--- src/rtl/wb_port_arbiter_if.sv ---
// Writeback port bundle between the EXE/WB latch, the load-response path and the register file.
// CONFLICT_CNT is present only when WB_ARB_PERF_EN is defined.
interface wb_port_arbiter_if #(
    parameter int unsigned DATA_W     = 64,
    parameter int unsigned REG_ADDR_W = 5
);
    logic                  EXE_WE;
    logic [REG_ADDR_W-1:0] EXE_ADDR;
    logic [DATA_W-1:0]     EXE_DATA;
    logic                  MEM_RESP_VALID;
    logic [REG_ADDR_W-1:0] MEM_RESP_ADDR;
    logic [DATA_W-1:0]     MEM_RESP_DATA;
    logic                  LOCK_EXE;
    logic                  RF_WE;
    logic [REG_ADDR_W-1:0] RF_ADDR;
    logic [DATA_W-1:0]     RF_DATA;
    logic [1:0]            FIFO_CNT;
    logic                  MEM_PENDING;
`ifdef WB_ARB_PERF_EN
    logic [31:0]           CONFLICT_CNT;
`endif

    modport slave (
        input  EXE_WE, EXE_ADDR, EXE_DATA,
        input  MEM_RESP_VALID, MEM_RESP_ADDR, MEM_RESP_DATA,
        output LOCK_EXE, RF_WE, RF_ADDR, RF_DATA, FIFO_CNT, MEM_PENDING
`ifdef WB_ARB_PERF_EN
        , output CONFLICT_CNT
`endif
    );

    modport master (
        output EXE_WE, EXE_ADDR, EXE_DATA,
        output MEM_RESP_VALID, MEM_RESP_ADDR, MEM_RESP_DATA,
        input  LOCK_EXE, RF_WE, RF_ADDR, RF_DATA, FIFO_CNT, MEM_PENDING
`ifdef WB_ARB_PERF_EN
        , input CONFLICT_CNT
`endif
    );
endinterface

--- src/rtl/wb_port_arbiter.sv ---
// Arbitrates the single register-file write port between EXE/WB writes and buffered load responses.
// Optional macro WB_ARB_PERF_EN adds a saturating CONFLICT_CNT of cycles the EXE write was locked.
module wb_port_arbiter #(
    parameter int unsigned DATA_W     = 64,
    parameter int unsigned REG_ADDR_W = 5,
    parameter int unsigned STARVE_MAX = 3
) (
    input  logic             CLK,
    input  logic             RST,
    wb_port_arbiter_if.slave bus
);
    localparam int unsigned ENT_W    = REG_ADDR_W + DATA_W;
    localparam int unsigned STARVE_W = 4;
    localparam logic [STARVE_W-1:0] STARVE_LIM = STARVE_W'(STARVE_MAX);

    logic [ENT_W-1:0]      r_fifo [2];
    logic [1:0]            r_fifo_cnt;
    logic [STARVE_W-1:0]   r_starve;
    logic                  r_rf_we;
    logic [REG_ADDR_W-1:0] r_rf_addr;
    logic [DATA_W-1:0]     r_rf_data;

    logic                  w_exe_req;
    logic                  w_mem_in;
    logic                  w_fifo_nonempty;
    logic                  w_force_mem;
    logic                  w_exe_gnt;
    logic                  w_mem_gnt;
    logic                  w_push;
    logic                  w_pop;
    logic                  w_wr_idx;
    logic                  w_lock;
    logic [ENT_W-1:0]      w_in_entry;
    logic [ENT_W-1:0]      w_mem_entry;

    // Request qualification, grant priority and FIFO control
    always_comb begin
        w_exe_req       = bus.EXE_WE & (bus.EXE_ADDR != '0);
        w_mem_in        = bus.MEM_RESP_VALID & (bus.MEM_RESP_ADDR != '0);
        w_fifo_nonempty = (r_fifo_cnt != 2'd0);
        w_in_entry      = {bus.MEM_RESP_ADDR, bus.MEM_RESP_DATA};
        w_mem_entry     = w_fifo_nonempty ? r_fifo[0] : w_in_entry;
        w_force_mem     = (r_fifo_cnt == 2'd2) | (w_fifo_nonempty & (r_starve == STARVE_LIM));
        w_exe_gnt       = w_exe_req & ~w_force_mem;
        w_mem_gnt       = ~w_exe_gnt & (w_fifo_nonempty | w_mem_in);
        w_pop           = w_mem_gnt & w_fifo_nonempty;
        // A bypassed response is written directly and never occupies a slot
        w_push          = w_mem_in & ~(w_mem_gnt & ~w_fifo_nonempty);
        w_wr_idx        = (r_fifo_cnt == 2'd2) | ((r_fifo_cnt == 2'd1) & ~w_pop);
        w_lock          = RST & w_exe_req & ~w_exe_gnt;
    end

    always_ff @(posedge CLK or negedge RST) begin
        if (!RST) begin
            r_fifo[0]  <= '0;
            r_fifo[1]  <= '0;
            r_fifo_cnt <= 2'd0;
            r_starve   <= '0;
            r_rf_we    <= 1'b0;
            r_rf_addr  <= '0;
            r_rf_data  <= '0;
        end else begin
            // Shift on pop first so a simultaneous push lands behind the new head
            if (w_pop) begin
                r_fifo[0] <= r_fifo[1];
            end
            if (w_push) begin
                r_fifo[w_wr_idx] <= w_in_entry;
            end
            r_fifo_cnt <= r_fifo_cnt + 2'(w_push) - 2'(w_pop);

            if (w_mem_gnt || !w_fifo_nonempty) begin
                r_starve <= '0;
            end else if (r_starve != STARVE_LIM) begin
                r_starve <= r_starve + STARVE_W'(1);
            end

            r_rf_we <= w_exe_gnt | w_mem_gnt;
            if (w_exe_gnt) begin
                r_rf_addr <= bus.EXE_ADDR;
                r_rf_data <= bus.EXE_DATA;
            end else if (w_mem_gnt) begin
                r_rf_addr <= w_mem_entry[ENT_W-1 -: REG_ADDR_W];
                r_rf_data <= w_mem_entry[DATA_W-1:0];
            end
        end
    end

`ifdef WB_ARB_PERF_EN
    logic [31:0] r_conflict_cnt;

    // Cycles the EXE write was held off, saturating
    always_ff @(posedge CLK or negedge RST) begin
        if (!RST) begin
            r_conflict_cnt <= '0;
        end else if (w_lock && (r_conflict_cnt != 32'hFFFF_FFFF)) begin
            r_conflict_cnt <= r_conflict_cnt + 32'd1;
        end
    end

    assign bus.CONFLICT_CNT = r_conflict_cnt;
`endif

    assign bus.LOCK_EXE    = w_lock;
    assign bus.RF_WE       = r_rf_we;
    assign bus.RF_ADDR     = r_rf_addr;
    assign bus.RF_DATA     = r_rf_data;
    assign bus.FIFO_CNT    = r_fifo_cnt;
    assign bus.MEM_PENDING = (r_fifo_cnt != 2'd0);
endmodule

--- src/flat_wrapper.sv ---
// flat-port wrapper written by rule: the top's interface ports become plain ports
module wb_port_arbiter_flat 
#(
    parameter int unsigned DATA_W     = 64,
    parameter int unsigned REG_ADDR_W = 5,
    parameter int unsigned STARVE_MAX = 3
)
  (CLK, RST, bus_EXE_WE, bus_EXE_ADDR, bus_EXE_DATA, bus_MEM_RESP_VALID, bus_MEM_RESP_ADDR, bus_MEM_RESP_DATA, bus_LOCK_EXE, bus_RF_WE, bus_RF_ADDR, bus_RF_DATA, bus_FIFO_CNT, bus_MEM_PENDING);
  wb_port_arbiter_if #(.DATA_W(DATA_W), .REG_ADDR_W(REG_ADDR_W)) bus_i ();
  input  logic CLK;
  input  logic RST;
  input wire logic [$bits(bus_i.EXE_WE)-1:0] bus_EXE_WE;
  input wire logic [$bits(bus_i.EXE_ADDR)-1:0] bus_EXE_ADDR;
  input wire logic [$bits(bus_i.EXE_DATA)-1:0] bus_EXE_DATA;
  input wire logic [$bits(bus_i.MEM_RESP_VALID)-1:0] bus_MEM_RESP_VALID;
  input wire logic [$bits(bus_i.MEM_RESP_ADDR)-1:0] bus_MEM_RESP_ADDR;
  input wire logic [$bits(bus_i.MEM_RESP_DATA)-1:0] bus_MEM_RESP_DATA;
  output wire logic [$bits(bus_i.LOCK_EXE)-1:0] bus_LOCK_EXE;
  output wire logic [$bits(bus_i.RF_WE)-1:0] bus_RF_WE;
  output wire logic [$bits(bus_i.RF_ADDR)-1:0] bus_RF_ADDR;
  output wire logic [$bits(bus_i.RF_DATA)-1:0] bus_RF_DATA;
  output wire logic [$bits(bus_i.FIFO_CNT)-1:0] bus_FIFO_CNT;
  output wire logic [$bits(bus_i.MEM_PENDING)-1:0] bus_MEM_PENDING;
  assign bus_i.EXE_WE = bus_EXE_WE;
  assign bus_i.EXE_ADDR = bus_EXE_ADDR;
  assign bus_i.EXE_DATA = bus_EXE_DATA;
  assign bus_i.MEM_RESP_VALID = bus_MEM_RESP_VALID;
  assign bus_i.MEM_RESP_ADDR = bus_MEM_RESP_ADDR;
  assign bus_i.MEM_RESP_DATA = bus_MEM_RESP_DATA;
  assign bus_LOCK_EXE = bus_i.LOCK_EXE;
  assign bus_RF_WE = bus_i.RF_WE;
  assign bus_RF_ADDR = bus_i.RF_ADDR;
  assign bus_RF_DATA = bus_i.RF_DATA;
  assign bus_FIFO_CNT = bus_i.FIFO_CNT;
  assign bus_MEM_PENDING = bus_i.MEM_PENDING;
  wb_port_arbiter #(.DATA_W(DATA_W), .REG_ADDR_W(REG_ADDR_W), .STARVE_MAX(STARVE_MAX)) u_core (.CLK(CLK), .RST(RST), .bus(bus_i));
endmodule
--- config.mk ---
export PLATFORM = sky130hd
export DESIGN_NAME = wb_port_arbiter_flat
export DESIGN_NICKNAME = d
export VERILOG_FILES = /design/src/rtl/wb_port_arbiter_if.sv /design/src/rtl/wb_port_arbiter.sv /design/src/flat_wrapper.sv
export SDC_FILE = /design/constraint.sdc
export NUM_CORES = 1
export LEC_CHECK = 0
export BUFFER_PORTS_ARGS = -buffer_cell sky130_fd_sc_hd__buf_4
export CAP_MARGIN = 15
export CORE_MARGIN = 2
export CORE_UTILIZATION = 55
export CTS_BUF_LIST = sky130_fd_sc_hd__clkbuf_8
export CTS_CLUSTER_DIAMETER = 30
export DETAILED_ROUTE_END_ITERATION = 10
export GPL_TIMING_DRIVEN = 0
export HOLD_SLACK_MARGIN = 0.03
export PLACE_DENSITY = 0.91
export SYNTH_ARGS = -nofsm -noshare
export SYNTH_HDL_FRONTEND = slang
export SYNTH_SLANG_ARGS = --single-unit
--- constraint.sdc ---
create_clock -name CLK -period 2.2 [get_ports CLK]
set_clock_uncertainty 0.05 [all_clocks]
set_input_delay 0.11 -clock CLK [delete_from_list [all_inputs] [get_ports CLK]]
set_output_delay 0.11 -clock CLK [all_outputs]
set_load 0.005 [all_outputs]
======== Word level (Yosys, flattened, before mapping) ========
Index checks and enable logic that the tools add are counted.
operators by class
  reductions and logical operators ........ 8
  bitwise logic cells ..................... 21
  eq/ne operators ......................... 4
  add/sub/neg operators ................... 3
  $lt $le $gt $ge ......................... 2
  muxes and demuxes ....................... 12
operators by type and width
  kind                 number
  $mux 69              3
  $bwmux 138           1
  $mux 138             1
  $mux 64              2
  $demux 69 s1         1
  $and 1x1->1          11
  $mux 5               2
  $reduce_bool 5->1    2
  $mux 4               2
  $reduce_bool 2->1    3
  $not 1->1            5
  $add 4x1->4 const B  1
  $eq 4x2->1 const B   1
  $ne 4x2->1 const B   1
  $or 1x1->1           4
  $add 2x1->2          1
  $eq 2x1->1 const B   1
  $eq 2x2->1 const B   1
  $ge 2x2->1 const B   1
  $lt 2x1->1 const B   1
  $not 1->2            1
  $sub 2x1->2          1
  $logic_and 1x1->1    1
  $logic_not 1->1      1
  $logic_or 1x1->1     1
storage, ports and cells
  input bits .............................. 142
  output and inout bits ................... 74
  logic and storage cells ................. 57
  register bits after elaboration ......... 214

======== Depth between registers and ports, before layout ========
Gate-level depths: netlist (run 1).
  word-level depth ........................ 18
  mapped depth ............................ 9
  gate-level depth less buffers ........... 8

======== Worst setup path before layout (run 1) ========
No wires, ideal clock.
  kind .................................... register -> register
  from .................................... register u_core.r_fifo_cnt[0], in the netlist u_core.bus.FIFO_CNT[0]
  to ...................................... register u_core.r_fifo[122] (netlist name)
  slack ................................... 123 ps
  clock period less this slack ............ 2077 ps
  data required time ...................... 2067 ps
  library setup time ...................... 83 ps
  data arrival time ....................... 1944 ps
  cell stages (with the launch flop) ...... 10
  buffers on the path ..................... 4
  path through ............................ dfrtp_1 clkbuf_1 nand4bb_1 o2111ai_1 mux2i_1 buf_2 clkbuf_1 buf_2 nand2_1 o21ai_0
on the way
  longest elaborated chain between the ends .. 18
  elaborated cells between the ends (all ways) .. 27
  classes of those cells .................. order compare: 2; eq/ne: 2; mux: 5; bitwise: 16; reduce/logical: 2
RTL lines
  item                                                                   line                   text
  start: declaration                                                     wb_port_arbiter.sv:17  logic [1:0] r_fifo_cnt;
  start signal: assignment                                               wb_port_arbiter.sv:70  r_fifo_cnt <= r_fifo_cnt + 2'(w_push) - 2'(w_pop);
  $reduce_bool 2->1                                                      wb_port_arbiter.sv:40  w_fifo_nonempty = (r_fifo_cnt != 2'd0);
  $and 1x1->1                                                            wb_port_arbiter.sv:43  w_force_mem = (r_fifo_cnt == 2'd2) | (w_fifo_nonempty & (r_starve == STARVE_LIM));
  $or 1x1->1                                                             wb_port_arbiter.sv:43
  $not 1->1                                                              wb_port_arbiter.sv:44  w_exe_gnt = w_exe_req & ~w_force_mem;
  $and 1x1->1                                                            wb_port_arbiter.sv:44
  $not 1->1                                                              wb_port_arbiter.sv:45  w_mem_gnt = ~w_exe_gnt & (w_fifo_nonempty | w_mem_in);
  $and 1x1->1                                                            wb_port_arbiter.sv:45
  $and 1x1->1                                                            wb_port_arbiter.sv:46  w_pop = w_mem_gnt & w_fifo_nonempty;
  [... 2 more ...]                                                       n/a
  $or 1x1->1                                                             wb_port_arbiter.sv:49  w_wr_idx = (r_fifo_cnt == 2'd2) | ((r_fifo_cnt == 2'd1) & ~w_pop);
  $not 1->2 (not written as such)                                        wb_port_arbiter.sv:68  r_fifo[w_wr_idx] <= w_in_entry;
  $ge 2x2->1 (not written as such) / $lt 2x1->1 (equally long branches)  wb_port_arbiter.sv:68
  $logic_and 1x1->1 (not written as such)                                wb_port_arbiter.sv:68
  $mux 69 (not written as such)                                          wb_port_arbiter.sv:68
  $demux 69 s1                                                           wb_port_arbiter.sv:68
  $bwmux 138                                                             wb_port_arbiter.sv:68
  $mux 138 (*)                                                           wb_port_arbiter.sv:67  if (w_push) begin
  end signal: indexed assignment                                         wb_port_arbiter.sv:68
  end: declaration                                                       wb_port_arbiter.sv:16  logic [ENT_W-1:0] r_fifo [2];
Every way passes the cells marked *; elsewhere a longest branch is shown, timed or not.
A chain may end at the register's enable or synchronous reset.

======== Final worst setup path (run 1) ========
  from .................................... register u_core.r_fifo_cnt[0], in the netlist u_core.bus.FIFO_CNT[0]
  to ...................................... register u_core.r_rf_data[46], in the netlist u_core.bus.RF_DATA[46]
on the way
  longest elaborated chain between the ends .. 8
  elaborated cells between the ends (all ways) .. 13
  classes of those cells .................. eq/ne: 1; mux: 3; bitwise: 7; reduce/logical: 2
RTL lines
  item                         line                   text
  $reduce_bool 2->1            wb_port_arbiter.sv:40
  $and 1x1->1                  wb_port_arbiter.sv:43
  $or 1x1->1                   wb_port_arbiter.sv:43
  $not 1->1                    wb_port_arbiter.sv:44
  $and 1x1->1                  wb_port_arbiter.sv:44
  $not 1->1                    wb_port_arbiter.sv:45
  $and 1x1->1                  wb_port_arbiter.sv:45
  $reduce_bool 2->1 (no line)  n/a
  end signal: assignment       wb_port_arbiter.sv:81  r_rf_data <= bus.EXE_DATA;
  end signal: assignment       wb_port_arbiter.sv:84  r_rf_data <= w_mem_entry[DATA_W-1:0];
  end: declaration             wb_port_arbiter.sv:21  logic [DATA_W-1:0] r_rf_data;
Several ways; a longest one is shown, not always the timed one. The select of a mux whose other input is x is not followed.

==> summary.txt, run 1 <==
Outcome
  • Outcome: finished with violations
  • Failing checks: negative hold slack

Global routing
  • GRT Resource Usage Total: between 30% and 40%
  • Vias in the first global route: 10013
  • Antenna violations before repair: 1
  • Wire length of the first global-routing pass: 53000 um
  • Maximum number of pins on one net before global-route repair: 119
  • Total overflow reported by the global router: 0

Job
  • Number of maximum-capacitance constraint violations: 0

CTS
  • Hold_buf cts: 139
  • Clock root buffer: clkbuf_8
  • Number of buffers created by CTS: 43
  • TritonCTS sink count: between 200 and 250
  • Worst skew pair latency: 0.54 ns
  • Clock Tree Buf Depth: 3
  • Clock tree from TritonCTS: done
  • Clock input transition at the sequential cells of the worst setup and hold paths: 0.07 ns
  • H-Tree Level Count: 2

Placement
  • Buffers on Ports: 215
  • Placer's final routability congestion estimate: 0.832
  • Placed standard-cell area: 11500 um2
  • Dpl ws: -0.634 ns
  • Half-perimeter wire length of the detailed placement result: 19100 um

Worst hold path
  • Worst min-delay path category: input port to asynchronous set/reset pin

Finish
  • Area of all sequential standard cells: between 5000 and 6000 um2
  • Area growth from synthesis to layout: 47.5%
  • Area of the multi-input gates: 3940 um2
  • Fin nets: 1412
  • Non-Filler Cell Area, Final: 14100 um2
  • Number of fill cells in the layout: 876
  • Fraction of layout cells with a size suffix above 1: between 30 and 40%

Critical path
  • Cell with the largest stage delay on the worst path: dfrtp_2
  • Crit path max-delay family: simple AND/OR/NAND/NOR gates
  • Category of the worst setup path launch point: flip-flop
  • Combined buffer and inverter count along the critical path: 2
  • Worst path arrival time: 2.51 ns
  • Worst-path fanout max: 10
  • Slack of the worst reg-to-reg path: 0.06 ns
  • Worst Path Required: about 2.6 ns
  • Slowest cell delay on critical path: 0.50 ns
  • Critical Path, Cell by Cell: nor2_4, and3_1, inv_2, buf_1, nor2_1, a31oi_1
  • Endpoint type of the worst setup path: flip-flop
  • Setup CP Type: flip-flop to flip-flop

Floorplanning
  • Area of the die: 18400 um2
  • Initial cell density of the core: 55.7%
  • Ports: ~220
  • Die Height: 136 um
  • Cell row count: 48
  • Area of the placeable core: 17100 um2
  • Die width: 136 um

Logic synthesis
  • Synthesized cell area: 9540 um2
  • Cell count after synthesis: 861
  • Top flip-flop cell by instance count after synthesis: dfrtp_1
  • Biggest area consumer among synthesized cells: dfrtp_1
  • Asr flop ratio synth: 100%
  • Fraction of the yosys area taken by sequential cells: 56.1%
  • Number of warnings issued by yosys: 0
  • Most used standard cell by instance count after synthesis: dfrtp_1
  • Post-synthesis cell type count: 34
  • Post-synth top area share: 56.1%
  • Top cells by instance count after synthesis: 214 x dfrtp_1, 107 x mux2i_1, 102 x nand2_1
  • Syn_nets: between 1000 and 1500
  • Number of register bits inferred by synthesis: between 200 and 250
  • Ranking of synthesized cells by area: dfrtp_1 56%, mux2i_1 11%, mux2_2 7.0%
  • Post-synth EDFFs: 0
  • Average instance area after synthesis: between 10 and 15 um2

Detailed routing
  • Final routed wire length divided by cell count: between 20 and 25 um
  • Total routed wirelength: 34400 um
  • Length of the first detailed-routing pass in iterations: 5
  • Number of antenna-violating nets in the routed design: 0
  • Number of design-rule violations left by the first detailed-router iteration: 702
  • Ratio of routed vias to standard cells: roughly 6.1
  • Total via count in the routed design: between 9000 and 10000
  • DRC errors left: 0

Timing
  • Final hold violation count: 117
  • Achievable clock frequency: 468 MHz
  • Minimum period implied by the final worst setup slack: around 2.1 ns
  • Post-route setup slack: 0.0626 ns
  • Relative slew slack: 38.1%
  • Final worst path period share: 97.2%
  • Tightest Pin Transition: 0.928 ns
  • Setup-violating endpoint count in the final report: 0
  • Minimum hold slack: -0.434 ns
  • Number of max-slew violations in the final report: 0

Power
  • Sum of internal, switching and leakage power: between 0.015 and 0.02 W
  • Static Leakage: around 6.7 nW
  • Pwr per Cell Area: 1380 nW/um2
  • Max IR drop VDD: 0.800 mV
[where the power goes]
group	internal, W	switching (W)	leakage, nW
combinational	0.00367	0.00392	3.64
sequential	0.00592	0.00134	2.55
clock	0.00269	0.00187	0.503
[final timing paths]
path / startpoint / end / depth (start not counted)
setup / recovery: u_core.bus.FIFO_CNT[0] / u_core.bus.RF_DATA[46] / 6
hold / removal: RST / asynchronous set/reset pin / 1
setup reg to reg: u_core.bus.FIFO_CNT[0] / u_core.bus.RF_DATA[46] / 6
hold reg to reg: flip-flop / flip-flop / 1
max in group asynchronous: RST / u_core.bus.FIFO_CNT[0] / 2
min in group CLK: bus_MEM_RESP_VALID / u_core.bus.RF_ADDR[0] / 5
[worst register-to-register path, cell delays in order, from the launching register on]
cell     delay (ns)
dfrtp_2        0.50
nor2_4         0.25
and3_1         0.38
inv_2          0.19
buf_1          0.30
nor2_1         0.27
a31oi_1        0.09
[per-layer routing]
metal  part of all wire (%)  GRT usage (%)  vias to the layer above
li1                       -              -                     3907
met1                     36           43.5                     4564
met2                     50           64.0                      620
met3                    9.0           9.05                      157
met4                    5.2           21.0                        0
met5                      0              0                        -
[stage by stage]
stage | TNS [ns] | util [%] | cells | hold WS, ns
after floorplan | 0 | - | 861 | -0.236
after global placement | -175.29 | 66.8 | 1301 | 0.277
after detailed placement | -73.14 | 67.0 | 1302 | 0.201
after CTS | 0 | 81.2 | 1520 | -0.367
after global routing | -0.0386 | 82.2 | 1526 | -0.321
final | 0 | 82.2 | 1526 | -0.434
[kinds of logic after synthesis]
| logic type | share of synthesized area, % |
|---|---|
| DFF | 56.1 |
| and+or+nand+nor | 8.01 |
| adders and majority gates | 0.262 |
| AOI/OAI and AO/OA | 12.6 |
| buffers and inverters | 3.31 |
| muxes | 19.4 |
| xor gates and xnor gates | 0.275 |
[cell usage in the layout, fill, tap and decap left out, drive strengths merged]
cell         instances
a21oi               42
nor2b                1
mux2                69
o211ai               1
nand2              102
buf                254
clkinvlp             5
dlygate4sd3        139
o2111ai              2
nand4bb              1
mux2i              107
clkinv              13
nand2b               1
xnor2                2
nor3b                1
nor2                39
clkbuf              84
o21ai               99
a221o                5
ha                   2
diode                1
inv                  8
dfrtp              214
or4                  2
a31oi               28
and3                 6
nand3               29
o22ai               37
and2                 1
xor2                 1
bufinv               5
[final cells by class]
cell class	instances	area share [%]
Antenna cell	1	0.0178
Buffer	61	2.74
Clock buffer	50	4.89
Clock inverter	27	1.93
Inverter	4	0.107
Multi-Input combinational cell	578	28.0
Sequential cell	214	38.1
Tap cell	225	2.00
Timing Repair Buffer	366	22.3
[timing repair]
| action | in CTS | in global routing |
|---|---|---|
| endpoints found under the setup margin | 206 | 191 |
| endpoints found under the hold margin | 324 | 117 |
| setup buffers | 3 | 8 |
| resized for setup | 34 | 39 |
| pin swaps | 1 | 3 |
| gates cloned | 0 | 0 |
Power figures use the tool's default switching activity.
==> run 2, diff against run 1 <==
CORE_MARGIN = 8   (was 2)
==> run 2 against run 1 <==
Against the previous run: largest power group unchanged; count of clock-buffer cells in the layout rose by 1; total power decreased by 1.5%; via count up 0.26%; the run still ends with negative hold slack left; combinational power about the same; first-iteration DRC count increased by 9.1%; critical path type unchanged; core utilization is 0.71 points higher; sequential cell count unchanged; global-route usage fell by 5.2 points; worst setup slack improved by 0.027 ns; maximum frequency rose by 1.3%; sequential power about the same; routed wire length rose by 4.4%.
==> summary.txt, run 2 (same netlist as run 1, synthesis figures left out) <==
Finish
  • Fin nets: 1419
  • Number of fill cells in the layout: 858
  • Area of all sequential standard cells: roughly 5400 um2
  • Post-route core utilization: 82.9%
  • Area growth from synthesis to layout: 48.8%
  • Leading cell type in the layout, fill and taps excluded: buf_4
  • Area of the multi-input gates: 3930 um2
  • Fraction of layout cells with a size suffix above 1: 32.8%
  • Most used cells in the layout excluding fill and tap cells: 227 x buf_4, 213 x dfrtp_1, 141 x dlygate4sd3_1

Detailed routing
  • Ratio of routed vias to standard cells: 6.04
  • Total via count in the routed design: 9272
  • Number of design-rule violations left by the first detailed-router iteration: 766
  • Length of the first detailed-routing pass in iterations: 5
  • Total routed wirelength: 35900 um
  • Final routed wire length divided by cell count: 23.4 um
  • Number of antenna-violating nets in the routed design: 0
  • DRC errors left: 0

Timing
  • Final worst path period share: a little over nine tenths
  • Number of max-slew violations in the final report: 0
  • Minimum period implied by the final worst setup slack: 2.11 ns
  • Tightest Pin Transition: 0.830 ns
  • Relative slew slack: between 40% and 50%
  • Fin Setup TNS: 0 ns
  • Final hold violation count: 80
  • Minimum hold slack: -0.0810 ns
  • Setup-violating endpoint count in the final report: 0
  • Achievable clock frequency: 474 MHz

Outcome
  • Outcome: finished with violations
  • Failing checks: negative hold slack

Global routing
  • Total overflow reported by the global router: 0
  • Antenna violations before repair: 3
  • Wire length of the first global-routing pass: 55400 um
  • Grt met2 use: between 50 and 60%
  • Top Usage Layer GRT: met2
  • Maximum number of pins on one net before global-route repair: 83
  • Met3 Usage GRT: 8.35%
  • GR met1 Demand/Resource: 36.1%
  • GRT Resource Usage Total: 32.3%
  • Vias in the first global route: 9977

Placement
  • Placer's final routability congestion estimate: just under 0.9
  • Half-perimeter wire length of the detailed placement result: about 21000 um
  • Buffers on Ports: 215

Critical path
  • Combined buffer and inverter count along the critical path: 2
  • Critical Path, Cell by Cell: ha_2, nand4bb_4, nand2_2, nor2_2, a31oi_4, buf_8, buf_6, mux2_1
  • Setup CP Type: flip-flop to flip-flop
  • Worst path arrival time: 2.47 ns
  • Crit path max-delay family: buffers and inverters
  • Endpoint type of the worst setup path: flip-flop
  • Worst Path Required: 2.56 ns
  • Category of the worst setup path launch point: flip-flop
  • Worst-path fanout max: 10
  • Worst reg2reg startpoint: u_core.r_starve[0]
  • Slack of the worst reg-to-reg path: 0.09 ns
  • Slowest cell delay on critical path: about 0.37 ns
  • Worst R2R Path Depth: 8
  • Cell with the largest stage delay on the worst path: dfrtp_1

CTS
  • Worst skew pair latency: 0.53 ns
  • Clock tree from TritonCTS: done
  • Number of buffers created by CTS: 42
  • TritonCTS sink count: 214
  • Clock root buffer: clkbuf_8
  • Clock Tree Buf Depth: 3
  • Hold_buf cts: between 100 and 150
  • H-Tree Level Count: 2
  • Clock input transition at the sequential cells of the worst setup and hold paths: 0.06 ns

Job
  • Number of maximum-capacitance constraint violations: 0

Floorplanning
  • Initial cell density of the core: between 50% and 60%
  • Ports: ~220
  • Cell row count: 48
  • Die Height: 148 um
  • Area of the placeable core: 17100 um2
  • Die width: 148 um
  • Area of the die: 21800 um2

Power
  • Pwr per Cell Area: 1350 nW/um2
  • Sum of internal, switching and leakage power: 0.0191 W
  • Max IR drop VDD: 0.886 mV
  • Static Leakage: 6.78 nW

Worst hold path
  • Worst min-delay path category: input port to asynchronous set/reset pin
## run 2: changes by cell type in the layout (fill, tap and decap cells not counted), sizes merged
cell	delta
buf	+1
bufinv	-2
clkbuf	+6
clkinv	-3
clkinvlp	-3
diode	+3
dlygate4sd3	+2
inv	+5
## run 2: how the worst max path moves through the flow
stage                           start                 end  slack (ns)  cells after the start
3_3_place_gp                      RST        bus_LOCK_EXE       -0.77                      4
4_1_cts            u_core.r_starve[0]  u_core.r_fifo[113]       0.001                      7
6_report           u_core.r_starve[0]           flip-flop        0.09                      8
3_5_place_dp   u_core.bus.FIFO_CNT[0]  u_core.r_fifo[103]       -0.66                      9
2_1_floorplan  u_core.bus.FIFO_CNT[0]  u_core.r_fifo[122]        0.12                      9
5_1_grt        u_core.bus.FIFO_CNT[0]   u_core.r_fifo[92]       -0.01                      6
## run 2: metal layers
| metal | vias to the layer above | part of all wire, % |
|---|---|---|
| met5 | - | 0 |
| met4 | 0 | 5.3 |
| met3 | 155 | 8.7 |
| met2 | 648 | 50 |
| met1 | 4535 | 36 |
| li1 | 3934 | - |
## run 2: tightest hold or removal path, delay by kind of cell
kind,cells,cell delay (ns)
buffers and inverters,6,0.78
## run 2: layout make-up
| class | instances | area share (%) |
|---|---|---|
| repair buffers | 372 | 23.2 |
| multi-input cells | 578 | 27.7 |
| inverters | 4 | 0.106 |
| clock inverters | 24 | 1.39 |
| diodes | 4 | 0.0705 |
| well taps | 225 | 1.98 |
| plain buffers | 63 | 2.94 |
| flip-flops and latches | 214 | 37.7 |
| clock buffers | 51 | 4.94 |
## run 2: through the flow
stage	hold slack, ns	instances	area, um2	setup slack [ns]
floorplan	-0.236	861	9540	0.123
global placement	0.278	1301	11400	-0.767
detailed placement	-0.0539	1303	11500	-0.656
CTS	-0.0892	1527	14000	0.00120
global route	-0.0488	1534	14200	-0.0113
finish	-0.0810	1535	14200	0.0891
## run 2: what timing repair did
action | CTS | global route
cloned | 0 | 1
resized for setup | 36 | 54
endpoints found under the hold margin | 340 | 80
pin swaps | 1 | 3
setup buffers | 3 | 4
setup endpoints to repair | 207 | 154
## run 2: where the power goes
group	switching, W	internal, W	leakage (nW)
combinational	0.00390	0.00369	3.73
sequential	0.00132	0.00592	2.55
clock	0.00183	0.00247	0.496
